### src/rtl/wallace_mul16_seq_if.sv
// Operand request / result response bundle for the 16x16 sequential multiplier.
// The requester drives the operand side and consumes the result side.
interface wallace_mul16_seq_if;
  logic        in_valid;
  logic        in_ready;
  logic [15:0] in_a;
  logic [15:0] in_b;
  logic        out_valid;
  logic        out_ready;
  logic [31:0] out_prod;

  modport master (
    output in_valid, in_a, in_b, out_ready,
    input  in_ready, out_valid, out_prod
  );

  modport slave (
    input  in_valid, in_a, in_b, out_ready,
    output in_ready, out_valid, out_prod
  );
endinterface

### src/rtl/wallace_mul16_seq.sv
// 16x16 unsigned multiplier built from one shared 8x8 Wallace core.
// The four byte-wise partial products are issued one per cycle and
// shift-accumulated into a 32-bit result returned over valid/ready.

// Combinational 8x8 unsigned multiplier: carry-save tree, 8 rows -> 2, then one add.
module wallace_8x8 (
  input  logic [7:0]  i_a,
  input  logic [7:0]  i_b,
  output logic [15:0] o_p
);
  logic [7:0][15:0] w_pp;
  logic [31:0]      w_l1a, w_l1b, w_l2a, w_l2b, w_l3, w_l4;

  // 3:2 compressor on whole rows; returns {sum, carry<<1}. Partial sums never
  // exceed the 16-bit product, so the carry shifted past bit 15 is always 0.
  function automatic logic [31:0] f_csa(input logic [15:0] x, y, z);
    logic [15:0] m;
    m = (x & y) | (x & z) | (y & z);
    return {x ^ y ^ z, m[14:0], 1'b0};
  endfunction

  for (genvar i = 0; i < 8; i++) begin : g_pp
    assign w_pp[i] = {8'b0, i_a & {8{i_b[i]}}} << i;
  end

  // Reduction: 8 -> 6 -> 4 -> 3 -> 2 rows, then carry-propagate add.
  always_comb begin
    w_l1a = f_csa(w_pp[0], w_pp[1], w_pp[2]);
    w_l1b = f_csa(w_pp[3], w_pp[4], w_pp[5]);
    w_l2a = f_csa(w_l1a[31:16], w_l1a[15:0], w_l1b[31:16]);
    w_l2b = f_csa(w_l1b[15:0], w_pp[6], w_pp[7]);
    w_l3  = f_csa(w_l2a[31:16], w_l2a[15:0], w_l2b[31:16]);
    w_l4  = f_csa(w_l3[31:16], w_l3[15:0], w_l2b[15:0]);
    o_p   = w_l4[31:16] + w_l4[15:0];
  end
endmodule

module wallace_mul16_seq #(
  parameter bit EARLY_ZERO = 1'b1,
  parameter int CNT_W      = 16
) (
  input  logic             clk,
  input  logic             rst_n,
  wallace_mul16_seq_if.slave bus,
  output logic             busy,
  output logic [CNT_W-1:0] op_count
);
  typedef enum logic [2:0] {S_IDLE, S_P0, S_P1, S_P2, S_P3, S_DONE} state_t;

  state_t           r_state;
  logic [15:0]      r_a, r_b;
  logic [31:0]      r_acc;
  logic [CNT_W-1:0] r_cnt;
  logic [7:0]       w_ca, w_cb;
  logic [15:0]      w_pp;
  logic [31:0]      w_term;
  logic             w_zero;

  wallace_8x8 u_core (.i_a(w_ca), .i_b(w_cb), .o_p(w_pp));

  assign w_zero = (EARLY_ZERO != 1'b0) && ((bus.in_a == 16'd0) || (bus.in_b == 16'd0));

  // Select the byte pair for this cycle's partial product and its weight in acc.
  always_comb begin
    w_ca   = 8'd0;
    w_cb   = 8'd0;
    w_term = 32'd0;
    case (r_state)
      S_P0: begin w_ca = r_a[7:0];  w_cb = r_b[7:0];  w_term = {16'd0, w_pp};       end
      S_P1: begin w_ca = r_a[7:0];  w_cb = r_b[15:8]; w_term = {8'd0, w_pp, 8'd0};  end
      S_P2: begin w_ca = r_a[15:8]; w_cb = r_b[7:0];  w_term = {8'd0, w_pp, 8'd0};  end
      S_P3: begin w_ca = r_a[15:8]; w_cb = r_b[15:8]; w_term = {w_pp, 16'd0};       end
      default: ;
    endcase
  end

  // Sequencer: accept, four accumulate cycles (or skip on a zero operand), hold until handoff.
  always_ff @(posedge clk) begin
    if (!rst_n) begin
      r_state <= S_IDLE;
      r_a     <= 16'd0;
      r_b     <= 16'd0;
      r_acc   <= 32'd0;
      r_cnt   <= '0;
    end else begin
      case (r_state)
        S_IDLE: if (bus.in_valid) begin
          r_a     <= bus.in_a;
          r_b     <= bus.in_b;
          r_acc   <= 32'd0;
          r_state <= w_zero ? S_DONE : S_P0;
        end
        S_P0: begin r_acc <= r_acc + w_term; r_state <= S_P1;   end
        S_P1: begin r_acc <= r_acc + w_term; r_state <= S_P2;   end
        S_P2: begin r_acc <= r_acc + w_term; r_state <= S_P3;   end
        S_P3: begin r_acc <= r_acc + w_term; r_state <= S_DONE; end
        S_DONE: if (bus.out_ready) begin
          r_cnt   <= r_cnt + 1'b1;
          r_state <= S_IDLE;
        end
        default: r_state <= S_IDLE;
      endcase
    end
  end

  // Handshake flags decode straight from the state register.
  assign bus.in_ready  = (r_state == S_IDLE);
  assign bus.out_valid = (r_state == S_DONE);
  assign bus.out_prod  = r_acc;
  assign busy          = (r_state != S_IDLE);
  assign op_count      = r_cnt;
endmodule
### src/flat_wrapper.sv
// flat-port wrapper written by rule: the top's interface ports become plain ports
module wallace_mul16_seq_flat 
#(
  parameter bit EARLY_ZERO = 1'b1,
  parameter int CNT_W      = 16
)
  (clk, rst_n, busy, op_count, bus_in_valid, bus_in_a, bus_in_b, bus_out_ready, bus_in_ready, bus_out_valid, bus_out_prod);
  wallace_mul16_seq_if bus_i ();
  input  logic clk;
  input  logic rst_n;
  output logic busy;
  output logic [CNT_W-1:0] op_count;
  input wire logic [$bits(bus_i.in_valid)-1:0] bus_in_valid;
  input wire logic [$bits(bus_i.in_a)-1:0] bus_in_a;
  input wire logic [$bits(bus_i.in_b)-1:0] bus_in_b;
  input wire logic [$bits(bus_i.out_ready)-1:0] bus_out_ready;
  output wire logic [$bits(bus_i.in_ready)-1:0] bus_in_ready;
  output wire logic [$bits(bus_i.out_valid)-1:0] bus_out_valid;
  output wire logic [$bits(bus_i.out_prod)-1:0] bus_out_prod;
  assign bus_i.in_valid = bus_in_valid;
  assign bus_i.in_a = bus_in_a;
  assign bus_i.in_b = bus_in_b;
  assign bus_i.out_ready = bus_out_ready;
  assign bus_in_ready = bus_i.in_ready;
  assign bus_out_valid = bus_i.out_valid;
  assign bus_out_prod = bus_i.out_prod;
  wallace_mul16_seq #(.EARLY_ZERO(EARLY_ZERO), .CNT_W(CNT_W)) u_core (.clk(clk), .rst_n(rst_n), .bus(bus_i), .busy(busy), .op_count(op_count));
endmodule
### config.mk
export PLATFORM = sky130hd
export DESIGN_NAME = wallace_mul16_seq_flat
export DESIGN_NICKNAME = d
export VERILOG_FILES = /design/src/rtl/wallace_mul16_seq_if.sv /design/src/rtl/wallace_mul16_seq.sv /design/src/flat_wrapper.sv
export SDC_FILE = /design/constraint.sdc
export NUM_CORES = 1
export LEC_CHECK = 0
export ABC_AREA = 0
export CORE_AREA = 2 2 116 118
export DETAILED_ROUTE_END_ITERATION = 8
export DIE_AREA = 0 0 118 120
export PLACE_DENSITY_LB_ADDON = 0.08
export SLEW_MARGIN = 15
export SYNTH_ARGS = -nofsm -noshare
export SYNTH_HDL_FRONTEND = slang
export SYNTH_SLANG_ARGS = --single-unit
### constraint.sdc
create_clock -name clk -period 23.2 [get_ports clk]
set_clock_uncertainty 0.1 [all_clocks]
set_input_delay 4.64 -clock clk [delete_from_list [all_inputs] [get_ports clk]]
set_output_delay 4.64 -clock clk [all_outputs]
set_load 0.05 [all_outputs]
# Word-level counts from Yosys, hierarchy flattened

Cells that the tools add are included.
W data, S select, Z words.

Bits in registers: 83
Input bits: 36
Output and inout bits: 51

Add/sub/neg operators: 3
Eq/ne operators: 7
Multiplexer cells: 9
Bitwise logic cells: 50
Reductions and logical operators: 16

Operators with widths:

| kind                    | count |
|---|---|
| $pmux W32 S3            | 1 |
| $and A8 B8 Y8           | 8 |
| $pmux W32 S2            | 1 |
| $or A15 B15 Y15         | 4 |
| $and A14 B15 Y15        | 3 |
| $and A15 B15 Y15        | 3 |
| $add A32 B32 Y32        | 1 |
| $logic_not A16 Y1       | 2 |
| $mux W32                | 1 |
| $pmux W8 S2             | 2 |
| $or A14 B15 Y15         | 2 |
| $xor A14 B15 Y15        | 2 |
| $and A11 B13 Y13        | 2 |
| $or A13 B13 Y13         | 2 |
| $pmux W3 S6             | 1 |
| $add A16 B1 Y16 const B | 1 |
| $add A16 B16 Y16        | 1 |
| $xor A15 B16 Y16        | 1 |
| $xor A16 B16 Y16        | 1 |
| $and A13 B15 Y15        | 1 |
| $and A13 B14 Y14        | 1 |
| $and A14 B14 Y14        | 1 |
| $xor A13 B14 Y14        | 1 |
| $xor A14 B14 Y14        | 1 |
| 29 further kinds        | 41 |

# Depth between registers and ports, before layout

Word-level depth: 20
Gate-level depth with buffers: 36

# Modules after synthesis

Synthesis repeated with hierarchy kept, for this count alone.

Cells, all modules: 889
Area total of the unflattened synthesis: 7267.0 um^2

Modules (own cells, without submodules):

| module            | times used | cells an instance | area an instance (um^2) | seq. area each (um^2) |
|---|---|---|---|---|
| wallace_mul16_seq | 1          | 684               | 5373.9                  | 1661.6 |
| wallace_8x8       | 1          | 205               | 1893.1                  | 0.0 |

# Worst setup path after synthesis

Ideal clock, no wire load.

Path type: flip-flop to flip-flop
Start point: register u_core.r_state[1]
End point: register u_core.r_acc[31], in the netlist u_core.bus.out_prod[31]
Data arrival time: 7241 ps
Slack: 15742 ps
Cell stages (with the launch flop): 33
Path buffers: 2
Clock period less this slack: 7458 ps
Cell sequence: dfxtp_1 -> clkbuf_1 -> nand2_1 -> a21oi_1 -> clkbuf_1 -> a22o_1 -> nand2b_1 -> fa_1 -> fa_1 -> fa_1 -> fa_1 -> inv_1 -> ha_1 -> a21oi_1 -> o21bai_1 -> a21oi_1 -> o21bai_1 -> a21oi_1 -> o21bai_1 -> a21oi_1 -> xor2_1 -> o22ai_1 -> ha_1 -> a41oi_2 -> o21ai_2 -> a21o_1 -> a21o_1 -> a31oi_4 -> o21ai_2 -> a311oi_2 -> xnor2_1 -> o21bai_1 -> a22o_1

Word-level cells in the longest chain between the ends: 20

RTL lines:

| what                                             | RTL line                                         | source |
|---|---|---|
| start: declaration                               | wallace_mul16_seq.sv:50                          | `state_t r_state;` |
| start signal: assignment                         | wallace_mul16_seq.sv:91                          | `r_state <= w_zero ? S_DONE : S_P0;` |
| $eq A3 B2 Y1, or another cell as far along       | wallace_mul16_seq.sv:68, wallace_mul16_seq.sv:86 |  |
| $reduce_or A2 Y1 (no line)                       | --                                               |  |
| $pmux W8 S2                                      | wallace_mul16_seq.sv:68                          | `case (r_state)` |
| $and A8 B8 Y8                                    | wallace_mul16_seq.sv:23                          | `assign w_pp[i] = {8'b0, i_a & {8{i_b[i]}}} << i;` |
| $and A8 B9 Y9 or $and A8 B10 Y10 (tied branches) | wallace_mul16_seq.sv:18                          | `m = (x & y) \| (x & z) \| (y & z);` |
| $or A9 B10 Y10                                   | wallace_mul16_seq.sv:18                          |  |
| $or A10 B10 Y10                                  | wallace_mul16_seq.sv:18                          |  |
| $and A10 B11 Y11                                 | wallace_mul16_seq.sv:18                          |  |
| [... 3 more ...]                                 | --                                               |  |
| $or A14 B15 Y15                                  | wallace_mul16_seq.sv:18                          |  |
| $or A15 B15 Y15                                  | wallace_mul16_seq.sv:18                          |  |
| $and A15 B15 Y15                                 | wallace_mul16_seq.sv:18                          |  |
| $or A15 B15 Y15 (2 in series)                    | wallace_mul16_seq.sv:18                          |  |
| $add A16 B16 Y16                                 | wallace_mul16_seq.sv:34                          | `o_p = w_l4[31:16] + w_l4[15:0];` |
| $pmux W32 S3                                     | wallace_mul16_seq.sv:68                          |  |
| $add A32 B32 Y32                                 | --                                               |  |
| $pmux W32 S2                                     | wallace_mul16_seq.sv:86                          | `case (r_state)` |
| end signal: assignment                           | wallace_mul16_seq.sv:93                          | `S_P0: begin r_acc <= r_acc + w_term; r_state <= S_P1; end` |
| end signal: assignment                           | wallace_mul16_seq.sv:94                          | `S_P1: begin r_acc <= r_acc + w_term; r_state <= S_P2; end` |
| end signal: assignment                           | wallace_mul16_seq.sv:95                          | `S_P2: begin r_acc <= r_acc + w_term; r_state <= S_P3; end` |
| end: declaration                                 | wallace_mul16_seq.sv:52                          | `logic [31:0] r_acc;` |

Parallel ways exist; a longest one is shown, timed or not.
A chain may end at the register's enable or synchronous reset.

# Worst setup path in the final report

Start point: register u_core.r_state[2]
End point: register u_core.r_acc[31], in the netlist u_core.bus.out_prod[31]

The elaborated chain is that of the path after synthesis.

==> metrics.txt <==
worst slack, placed=between 10 and 15 ns; # IOs=between 80 and 90; final setup vio count=0; vias in the first global route=~5.8k; most common cell after layout, fill and taps aside=nand2_1; Register Area=1662 um2; Final Hold Violating Endpoints=0; nets@finish=1033; RSZ-0062 raised after global routing=false; Crit. End Element=register; DRT iter0 DRCs=389; crit path kind=reg2reg; Core Area=roughly 13000 um2; Worst Max-Slew Pin Slew=between 1 and 1.5 ns; grt ovf=0; Final Worst Setup Slack=around 14 ns; Chip Height=approximately 120 um; IO Port Bufs=86; drt drc=0; Starting Density=between 50% and 60%; Critical Path Source Type=register; chip width=118 um; Post-synth EDFFs=0; CTS root buf=clkbuf_16; post_cts resized=0; Seq cells post-synth=83; setup bufs post-CTS=0; Detailed Route WL=between 15 and 20 mm; Leakage=0.003415 uW; Layout Cells excl Fill=approximately 1.1k; placer congestion estimate=0.8852; post-synthesis sequential area ratio=between 20% and 30%; VDD IR-drop max=between 60 and 70 uV; antenna-violating nets left=0; Worst-path clk slew=0.06 ns; commonest non-fill, non-tap cells in the layout=nand2_1, clkdlybuf4s50_1, dfxtp_1; count of different cell masters after synthesis=52; total of max-cap violations=0; Mean Syn Cell Area=slightly above 8 um2; die area=14160 um2; drt wl/cell=roughly 15 um; fin crit share=between 30% and 40%; Critical Path RT=about 23 ns; ANT cells=0; Via density=around 5.6; DP HPWL=between 10 and 15 mm; area grow syn2layout=18.82%; Hold Slack=0.3655 ns; first-pass GRT wire length=about 27 mm; Rel. slew slack=between 30% and 40%; yosys warns=0; Clk Latency, worst-skew pair=roughly 0.35 ns; slowest stage delay, CP=around 0.8 ns; clock buffer depth=2; Synth Flop Type=dfxtp_1; GRT Util Overall=23.88%; cts hold-fix bufs=0; number of buffers created by CTS=9; Period minus WS final=8.917 ns; Slowest-stage cell, CP=nor2_1; Final Max Slew Viols=0; Post-Place Cells=between 1k and 1.5k; CTS tree=done; HP Class=reg2reg; setup TNS=0 ns; Mapped Cells=831; routed vias=between 6k and 7k; crit path max fanout=20; status=completed; Fillers=approximately 1.1k; drt first pass iters=5; Power Density=approximately 50 nW/um2; total power=roughly 410 uW; Mapped Area=6907 um2; Crit path top cell by count=a21oi_1; H-tree Lvls=3; ratio of cells with drive above 1 in the final layout=roughly 4.4%; worst path arrival time=between 9 and 10 ns; row count=between 40 and 50; largest net degree at the start of global routing=70; max frequency=between 0.1 and 0.15 GHz; initial antenna violation count=0; Sink Count=83; FFs w/ async S/R, synth=0%; area occupied by multi-input gates=~4900 um2; Synthesized Nets=slightly below 1k
==> where the power goes <==
part	leakage, uW	total, uW	internal, uW	switching, uW
registers	0.000673	161	152	9.52
clock network	0.000147	151	87.5	63.8
logic	0.00259	98.4	29.5	68.9
total	0.00341	411	269	142
==> cell type report <==
cell class / instances / share of cell area (%)
clock buffer: 10 / 2.912
timing repair buffer: 89 / 10.76
multi-input combinational: 663 / 60.02
clock inverter: 6 / 0.8995
tap: 176 / 2.683
sequential: 83 / 20.25
inverter: 54 / 2.470
==> cell usage after synthesis (4+ instances only) <==
master	instances	area [um2]
nor2b_1	22	137.6
and2_1	27	168.9
and4_1	4	35.03
o22ai_1	7	43.79
nand3_1	9	45.04
xnor2_1	34	297.8
a22o_1	14	122.6
nand4_1	6	37.54
o21bai_1	7	52.55
nor4_1	10	62.56
a21boi_0	33	247.7
nand2b_1	12	75.07
o21ai_0	35	175.2
inv_1	54	202.7
or3_1	5	31.28
and3_1	10	62.56
a31oi_1	4	25.02
ha_1	57	713.2
a22oi_1	30	225.2
xor2_1	17	148.9
o21ai_2	5	43.79
dfxtp_1	83	1662
a21o_1	15	112.6
fa_1	40	800.8
nor2_1	63	236.5
nand2_1	118	442.9
o21a_1	5	37.54
a21oi_1	40	200.2
clkbuf_1	31	116.4
or2_2	5	31.28
==> sequential cells by signal, indices dropped and copies added (netlist names) <==
| name | count |
|---|---|
| u_core.r_state | 3 |
| u_core.r_a | 16 |
| u_core.op_count | 16 |
| u_core.bus.out_prod | 32 |
| u_core.r_b | 16 |
==> kinds of logic (layout without fill, tap and decap cells) <==
group,Yosys count,count (layout),share of synthesized area (%)
xor+xnor,51,51,6.467
mux,1,1,0.1449
flops,83,83,24.06
buf+inv,85,159,4.619
fa+ha+maj,97,97,21.92
compound gates,216,216,22.12
simple gates,298,298,20.67
==> metrics by stage <==
step | utilization (%) | instance area, um2
floorplan | - | 6907
global placement | 60.82 | 7894
detailed placement | 60.82 | 7894
CTS | 63.23 | 8207
global route | 63.23 | 8207
finish | 63.23 | 8207
==> routing by layer <==
metal / up-vias / global-route usage, % / wire [um]
met5: - / 0 / 0
met4: 0 / 8.434 / 378
met3: 34 / 4.278 / 814
met2: 181 / 41.17 / 7845
met1: 2854 / 30.09 / 7498
li1: 3008 / - / -
==> critical path, delay by kind of cell, from the launching register on <==
kind	cells	cell delay, ns
compound gates	18	3.41
fa+ha+maj	6	2.76
simple gates	3	1.30
flops	1	0.68
xor+xnor	2	0.52
buf+inv	1	0.04
==> final timing paths <==
check | slack [ns] | endpoint | cells after the start | start
max | 14.28 | u_core.bus.out_prod[31] | 30 | u_core.r_state[2]
min | 0.37 | u_core.r_b[12] | 2 | u_core.r_b[12]
max reg2reg | 14.28 | u_core.bus.out_prod[31] | 30 | u_core.r_state[2]
min reg2reg | 0.37 | u_core.r_b[12] | 2 | u_core.r_b[12]
Note: power is estimated with default switching activity, not from simulation.
